===== src/rtl/alu_pkg.sv =====
// Shared ALU definitions: operation codes, RISC-V opcode constants and the
// funct3/funct7 operation map common to register and immediate forms.
package alu_pkg;

    typedef enum logic [3:0] {
        ALU_AND     = 4'b0000,
        ALU_XOR     = 4'b0001,
        ALU_SUB     = 4'b0010,
        ALU_OR      = 4'b0011,
        ALU_ADD     = 4'b0100,
        ALU_SRA     = 4'b0101,
        ALU_EQ      = 4'b1000,
        ALU_SLL     = 4'b1001,
        ALU_LUI     = 4'b1010,
        ALU_SRL     = 4'b1100,
        ALU_SLT     = 4'b1110,
        ALU_ILLEGAL = 4'b1111
    } alu_op_e;

    // Where the ALU B operand comes from.
    typedef enum logic [1:0] {
        SRCB_RS2   = 2'd0,
        SRCB_IMM   = 2'd1,
        SRCB_SHAMT = 2'd2
    } srcb_sel_e;

    localparam logic [6:0] OPC_RTYPE  = 7'b0110011;
    localparam logic [6:0] OPC_ITYPE  = 7'b0010011;
    localparam logic [6:0] OPC_LUI    = 7'b0110111;
    localparam logic [6:0] OPC_LOAD   = 7'b0000011;
    localparam logic [6:0] OPC_STORE  = 7'b0100011;
    localparam logic [6:0] OPC_JALR   = 7'b1100111;
    localparam logic [6:0] OPC_BRANCH = 7'b1100011;

    localparam logic [6:0] F7_BASE = 7'b0000000;
    localparam logic [6:0] F7_ALT  = 7'b0100000;

    // funct3 map shared by R-type and I-type; only the register form
    // may select SUB, the immediate form always adds.
    function automatic alu_op_e funct3_op(input logic [2:0] funct3,
                                          input logic [6:0] funct7,
                                          input logic       is_reg);
        alu_op_e op;
        op = ALU_ILLEGAL;
        case (funct3)
            3'b000: begin
                if (!is_reg)                op = ALU_ADD;
                else if (funct7 == F7_BASE) op = ALU_ADD;
                else if (funct7 == F7_ALT)  op = ALU_SUB;
            end
            3'b111: op = ALU_AND;
            3'b110: op = ALU_OR;
            3'b100: op = ALU_XOR;
            3'b010: op = ALU_SLT;
            3'b001: op = ALU_SLL;
            3'b101: begin
                if (funct7 == F7_BASE)     op = ALU_SRL;
                else if (funct7 == F7_ALT) op = ALU_SRA;
            end
            default: op = ALU_ILLEGAL;
        endcase
        return op;
    endfunction

endpackage


===== src/rtl/alu_op_decode.sv =====
// Purely combinational map from instruction fields to ALU operation,
// B-operand source and illegal flag.
module alu_op_decode
    import alu_pkg::*;
(
    input  logic [6:0] opcode,
    input  logic [2:0] funct3,
    input  logic [6:0] funct7,
    output logic [3:0] operation,
    output logic [1:0] srcb_sel,
    output logic       illegal
);

    alu_op_e   op;
    srcb_sel_e sel;

    // Decode the opcode class, then refine by funct3/funct7.
    always_comb begin
        // NOTE: defaults first so every path assigns op/sel and no latch is inferred.
        op  = ALU_ILLEGAL;
        sel = SRCB_RS2;
        case (opcode)
            OPC_RTYPE: op = funct3_op(funct3, funct7, 1'b1);
            OPC_ITYPE: begin
                op  = funct3_op(funct3, funct7, 1'b0);
                sel = (funct3 == 3'b001 || funct3 == 3'b101) ? SRCB_SHAMT : SRCB_IMM;
            end
            OPC_LUI: begin
                op  = ALU_LUI;
                sel = SRCB_IMM;
            end
            OPC_LOAD, OPC_STORE, OPC_JALR: begin
                op  = ALU_ADD;
                sel = SRCB_IMM;
            end
            OPC_BRANCH: begin
                case (funct3)
                    3'b000, 3'b001: op = ALU_EQ;
                    3'b100:         op = ALU_SLT;
                    default:        op = ALU_ILLEGAL;
                endcase
            end
            default: op = ALU_ILLEGAL;
        endcase
    end

    assign operation = op;
    assign srcb_sel  = sel;
    assign illegal   = (op == ALU_ILLEGAL);

endmodule


===== src/rtl/alu_issue.sv =====
// ALU issue stage: decodes an instruction into an ALU request and holds it
// in a single-entry output register with valid/ready handshakes both sides.
module alu_issue
    import alu_pkg::*;
#(
    parameter int DATA_WIDTH    = 32,
    parameter int OPCODE_LENGTH = 4,
    parameter int CNT_WIDTH     = 16
) (
    input  logic                     clk,
    input  logic                     rst_n,
    input  logic                     in_valid,
    output logic                     in_ready,
    input  logic [6:0]               opcode,
    input  logic [2:0]               funct3,
    input  logic [6:0]               funct7,
    input  logic [DATA_WIDTH-1:0]    rs1_data,
    input  logic [DATA_WIDTH-1:0]    rs2_data,
    input  logic [DATA_WIDTH-1:0]    imm,
    input  logic                     flush,
    output logic                     out_valid,
    input  logic                     out_ready,
    output logic [DATA_WIDTH-1:0]    SrcA,
    output logic [DATA_WIDTH-1:0]    SrcB,
    output logic [OPCODE_LENGTH-1:0] Operation,
    output logic                     out_illegal,
    output logic [CNT_WIDTH-1:0]     issue_count
);

    logic [3:0]            dec_op;
    logic [1:0]            dec_sel;
    logic                  dec_illegal;
    logic [DATA_WIDTH-1:0] srcb_next;
    logic                  load;
    logic                  xfer;

    alu_op_decode u_decode (
        .opcode    (opcode),
        .funct3    (funct3),
        .funct7    (funct7),
        .operation (dec_op),
        .srcb_sel  (dec_sel),
        .illegal   (dec_illegal)
    );

    // Select the B operand: register, immediate or zero-extended shift amount.
    always_comb begin
        srcb_next = rs2_data;
        case (srcb_sel_e'(dec_sel))
            SRCB_IMM:   srcb_next = imm;
            SRCB_SHAMT: srcb_next = {{(DATA_WIDTH-5){1'b0}}, imm[4:0]};
            default:    srcb_next = rs2_data;
        endcase
    end

    // The slot can accept whenever it is empty or being drained this cycle.
    assign in_ready = !out_valid || out_ready;
    assign load     = in_valid && in_ready && !flush;
    assign xfer     = out_valid && out_ready && !flush;

    // Output register: flush wins, then a new load, then a plain drain.
    always_ff @(posedge clk or negedge rst_n) begin
        if (!rst_n) begin
            // NOTE: the payload is reset too so a discarded request never leaks stale operands.
            out_valid   <= 1'b0;
            SrcA        <= '0;
            SrcB        <= '0;
            Operation   <= '0;
            out_illegal <= 1'b0;
        end else if (flush) begin
            out_valid <= 1'b0;
        end else if (load) begin
            // NOTE: non-blocking so every register samples pre-edge values.
            out_valid   <= 1'b1;
            SrcA        <= rs1_data;
            SrcB        <= srcb_next;
            Operation   <= OPCODE_LENGTH'(dec_op);
            out_illegal <= dec_illegal;
        end else if (xfer) begin
            out_valid <= 1'b0;
        end
    end

    // Count completed downstream transfers, wrapping naturally.
    always_ff @(posedge clk or negedge rst_n) begin
        if (!rst_n) begin
            issue_count <= '0;
        end else if (xfer) begin
            issue_count <= issue_count + CNT_WIDTH'(1);
        end
    end

endmodule


===== config.mk =====
export PLATFORM = sky130hd
export DESIGN_NAME = alu_issue
export DESIGN_NICKNAME = d
export VERILOG_FILES = /design/src/rtl/alu_pkg.sv /design/src/rtl/alu_op_decode.sv /design/src/rtl/alu_issue.sv
export SDC_FILE = /design/constraint.sdc
export NUM_CORES = 1
export LEC_CHECK = 0
export BUFFER_PORTS_ARGS = -buffer_cell sky130_fd_sc_hd__buf_2
export CAP_MARGIN = 40
export CELL_PAD_IN_SITES_DETAIL_PLACEMENT = 2
export CELL_PAD_IN_SITES_GLOBAL_PLACEMENT = 2
export CORE_ASPECT_RATIO = 1.5
export CORE_MARGIN = 10
export CORE_UTILIZATION = 22
export CTS_CLUSTER_SIZE = 14
export DETAILED_ROUTE_END_ITERATION = 8
export GPL_TIMING_DRIVEN = 0
export PLACE_DENSITY = 0.71
export SLEW_MARGIN = 20
export SYNTH_ARGS = -nofsm -noshare
export SYNTH_HDL_FRONTEND = slang
export SYNTH_SLANG_ARGS = --single-unit

===== constraint.sdc =====
create_clock -name clk -period 1.4 [get_ports clk]
set_clock_uncertainty 0.05 [all_clocks]
set_input_delay 0.07 -clock clk [delete_from_list [all_inputs] [get_ports clk]]
set_output_delay 0.07 -clock clk [all_outputs]
set_load 0.01 [all_outputs]

==> summary.txt <==
Status
  – Status: finished, violations left
  – Violated checks: negative setup slack

Timing
  – F_max: 620 MHz
  – Final setup fails: 75
  – Setup slack after layout: -213 ps
  – Measured slew at the worst slew-check pin: 435 ps
  – Hold Vio Cnt, Final: 0
  – RSZ-0062 raised after global routing: true
  – Relative slew slack: 0.709
  – Final hold slack: 45.4 ps
  – Max-slew violation count: 0
  – Tcrit/Tclk final: 1.15
  – Fin crit period: 1610 ps

Final layout
  – Fill count: 1929
  – Layout cells sized above 1: 0.460
  – Final core utilization: 0.414
  – Fin cells: 1002
  – Net count, final: 894
  – Layout overhead on the synthesized area: 84.8%

Yosys
  – Top_reg_cell synth: dfrtp_1
  – Post-synthesis cell type count: 47
  – Fraction of registers with async set/reset: 1.00
  – EDFF count, synth: 0
  – Cell Area, Synth: 4020 um^2
  – Mapped Avg Cell Area: 8.93 um^2
  – Yosys warns: 0
  – #FFs+latches synth: 86
  – Post-Syn Instances: 450
  – Share of the yosys chip area belonging to registers: 0.536
  – Synth Net Count: 569

Pwr
  – Power Density: 1080 nW/um^2
  – Peak supply drop: 0.459 mV
  – Leakage: 0.00349 uW

GRT
  – Remaining Overflow, GRT: 0
  – GRT Total Usage: 0.187
  – Largest net degree at the start of global routing: 71
  – Initial antenna violation count: 5
  – First-pass GRT wire length: 34.1 mm
  – Number of global-route vias before repair: 5641

Worst setup path
  – CP max FO: 7
  – CP Class: flip-flop to flip-flop
  – Required time worst endpoint: 1610 ps
  – Crit path DAT: 1820 ps
  – Crit start category: flip-flop
  – CP endpoint kind: flip-flop

Detailed routing
  – Iter 0 DRT Violations: 163
  – Residual DRC count: 0
  – Per-cell routed wire length: 23.4 um
  – WL final: 23.4 mm
  – Drt pass-1 iters: 4
  – Routed Antenna Nets: 0
  – Via Count: 4770
  – Via-to-Cell Ratio: 4.76

Clocking
  – Num CTS Buffers: 9
  – CTS root buf: clkbuf_16
  – CTS tree: yes
  – Clk slew on worst S/H paths: 70 ps
  – H-tree level count: 3
  – Clk_lat worst skew: 350 ps
  – Clock sinks: 86
  – Worst-case clock buffer depth: 2

Run
  – Max_cap viols: 0

Floorplan
  – # IOs: 205
  – Placement row count: 60
  – Initial core utilization: 0.224
  – Core ar.: 17900 um^2
  – Die W: 130 um
  – Die area: 24200 um^2
  – Die Y-Extent: 185 um

Place
  – RD Place Congestion: 0.772
  – Detailed placer's ending HPWL: 14.3 mm
  – Port bufs: 199
  – Placed cells: 867

Hold path
  – Hold WC Path Type: primary input to flip-flop
flip-flops by register name, summed over array words and instances (netlist names):
signal / flops
out_illegal: 1
Operation: 4
SrcA: 32
SrcB: 32
issue_count: 16
out_valid: 1
per-stage QoR:
| stage | area (um^2) | setup slack, ps | power (uW) | setup TNS [ps] |
|---|---|---|---|---|
| after global placement | 5330 | -680 | 4550 | -84360 |
| final | 7420 | -213 | 8040 | -10050 |
| after floorplan | 4060 | -57.7 | 3750 | -1770 |
| after global routing | 7420 | -259 | 8430 | -15250 |
| after detailed placement | 5360 | -640 | 4650 | -31560 |
| after CTS | 7090 | -107 | 7830 | -5400 |
cells in the mapped netlist (2+ instances only):
library cell,n,share of area
xnor2_1,14,0.031
dfrtp_1,86,0.54
and2_1,5,0.0078
o311ai_1,2,0.0044
a21oi_2,2,0.0044
xor2_1,2,0.0044
nand2_1,113,0.11
nor3b_1,2,0.0037
mux2_2,3,0.0084
nor2_1,42,0.039
nor3_1,2,0.0025
o21ai_0,6,0.0075
buf_1,3,0.0028
a31oi_1,5,0.0078
inv_1,6,0.0056
clkbuf_1,11,0.010
buf_6,4,0.011
a21oi_1,57,0.071
buf_2,10,0.012
nand3_1,36,0.045
nor2b_1,4,0.0062
nand4_1,4,0.0062
and3_1,5,0.0078
nand3b_1,3,0.0056
power by group:
group          internal [uW]  leakage, uW  switching [uW]
clock network           1630     0.000156            1150
logic                   1010      0.00232            1110
registers               2840      0.00102             292
worst max-delay path, cell delays in order, from the launching register on:
cell	delay [ps]
dfrtp_1	420
nor2b_4	150
nor3b_2	170
buf_4	200
buf_12	160
clkbuf_16	170
nor2_4	40
a21oi_2	170
final timing paths:
check / slack (ps) / cells past startpoint / endpoint / start
min in group asynchronous: 70 / 2 / issue_count[0] / rst_n
setup / recovery: -210 / 7 / SrcB[19] / out_valid
setup reg to reg: -210 / 7 / SrcB[19] / out_valid
hold / removal: 50 / 3 / Operation[1] / opcode[6]
max in group asynchronous: 590 / 3 / SrcA[9] / rst_n
hold reg to reg: 420 / 2 / SrcA[4] / SrcA[4]
layout by cell type, fill, tap and decap left out, types with 8 or more instances in the layout:
cell	netlist	routed
a21oi_1	57	29
a21oi_2	2	30
buf_2	10	206
buf_4	1	14
buf_6	4	8
clkbuf_16	0	16
dfrtp_1	86	84
dlygate4sd3_1	0	98
nand2_1	113	94
nand2_2	0	10
nand2_4	0	9
nand3_1	36	30
nor2_1	42	21
nor2_4	0	14
xnor2_1	14	13
cells by family after synthesis:
| kind of cell | after synthesis | synth area share |
|---|---|---|
| flops | 86 | 0.536 |
| mux | 3 | 0.00841 |
| xor+xnor | 16 | 0.0349 |
| simple gates | 225 | 0.250 |
| compound gates | 83 | 0.122 |
| buf+inv | 36 | 0.0455 |
| fa+ha+maj | 1 | 0.00311 |
repair_timing:
action | in CTS | in global routing
pin swaps | 11 | 25
endpoints found under the setup margin | 77 | 79
cloned | 3 | 2
resized for setup | 85 | 72
buffers inserted | 7 | 5
hold buffers | 98 | 0
hold endpoints to repair | 151 | 0
layer usage:
metal	share of wire	vias to the layer above	GRT usage	wire length, um
met5	0	-	0	0
met4	0.043	0	0.0912	996
met3	0.048	56	0.0439	1140
met2	0.57	161	0.362	13400
met1	0.33	2390	0.177	7840
li1	-	2163	-	-
final cells by class:
| type | count | area, um^2 | share of cell area |
|---|---|---|---|
| flip-flops and latches | 86 | 2150 | 0.290 |
| clock buffers | 10 | 239 | 0.0322 |
| inverters | 6 | 22.5 | 0.00303 |
| clock inverters | 6 | 92.6 | 0.0125 |
| plain buffers | 29 | 335 | 0.0452 |
| multi-input cells | 328 | 2080 | 0.280 |
| diodes | 5 | 12.5 | 0.00169 |
| well taps | 217 | 272 | 0.0366 |
| repair buffers | 315 | 2220 | 0.299 |
No activity file was read; power rests on OpenSTA's default activity.
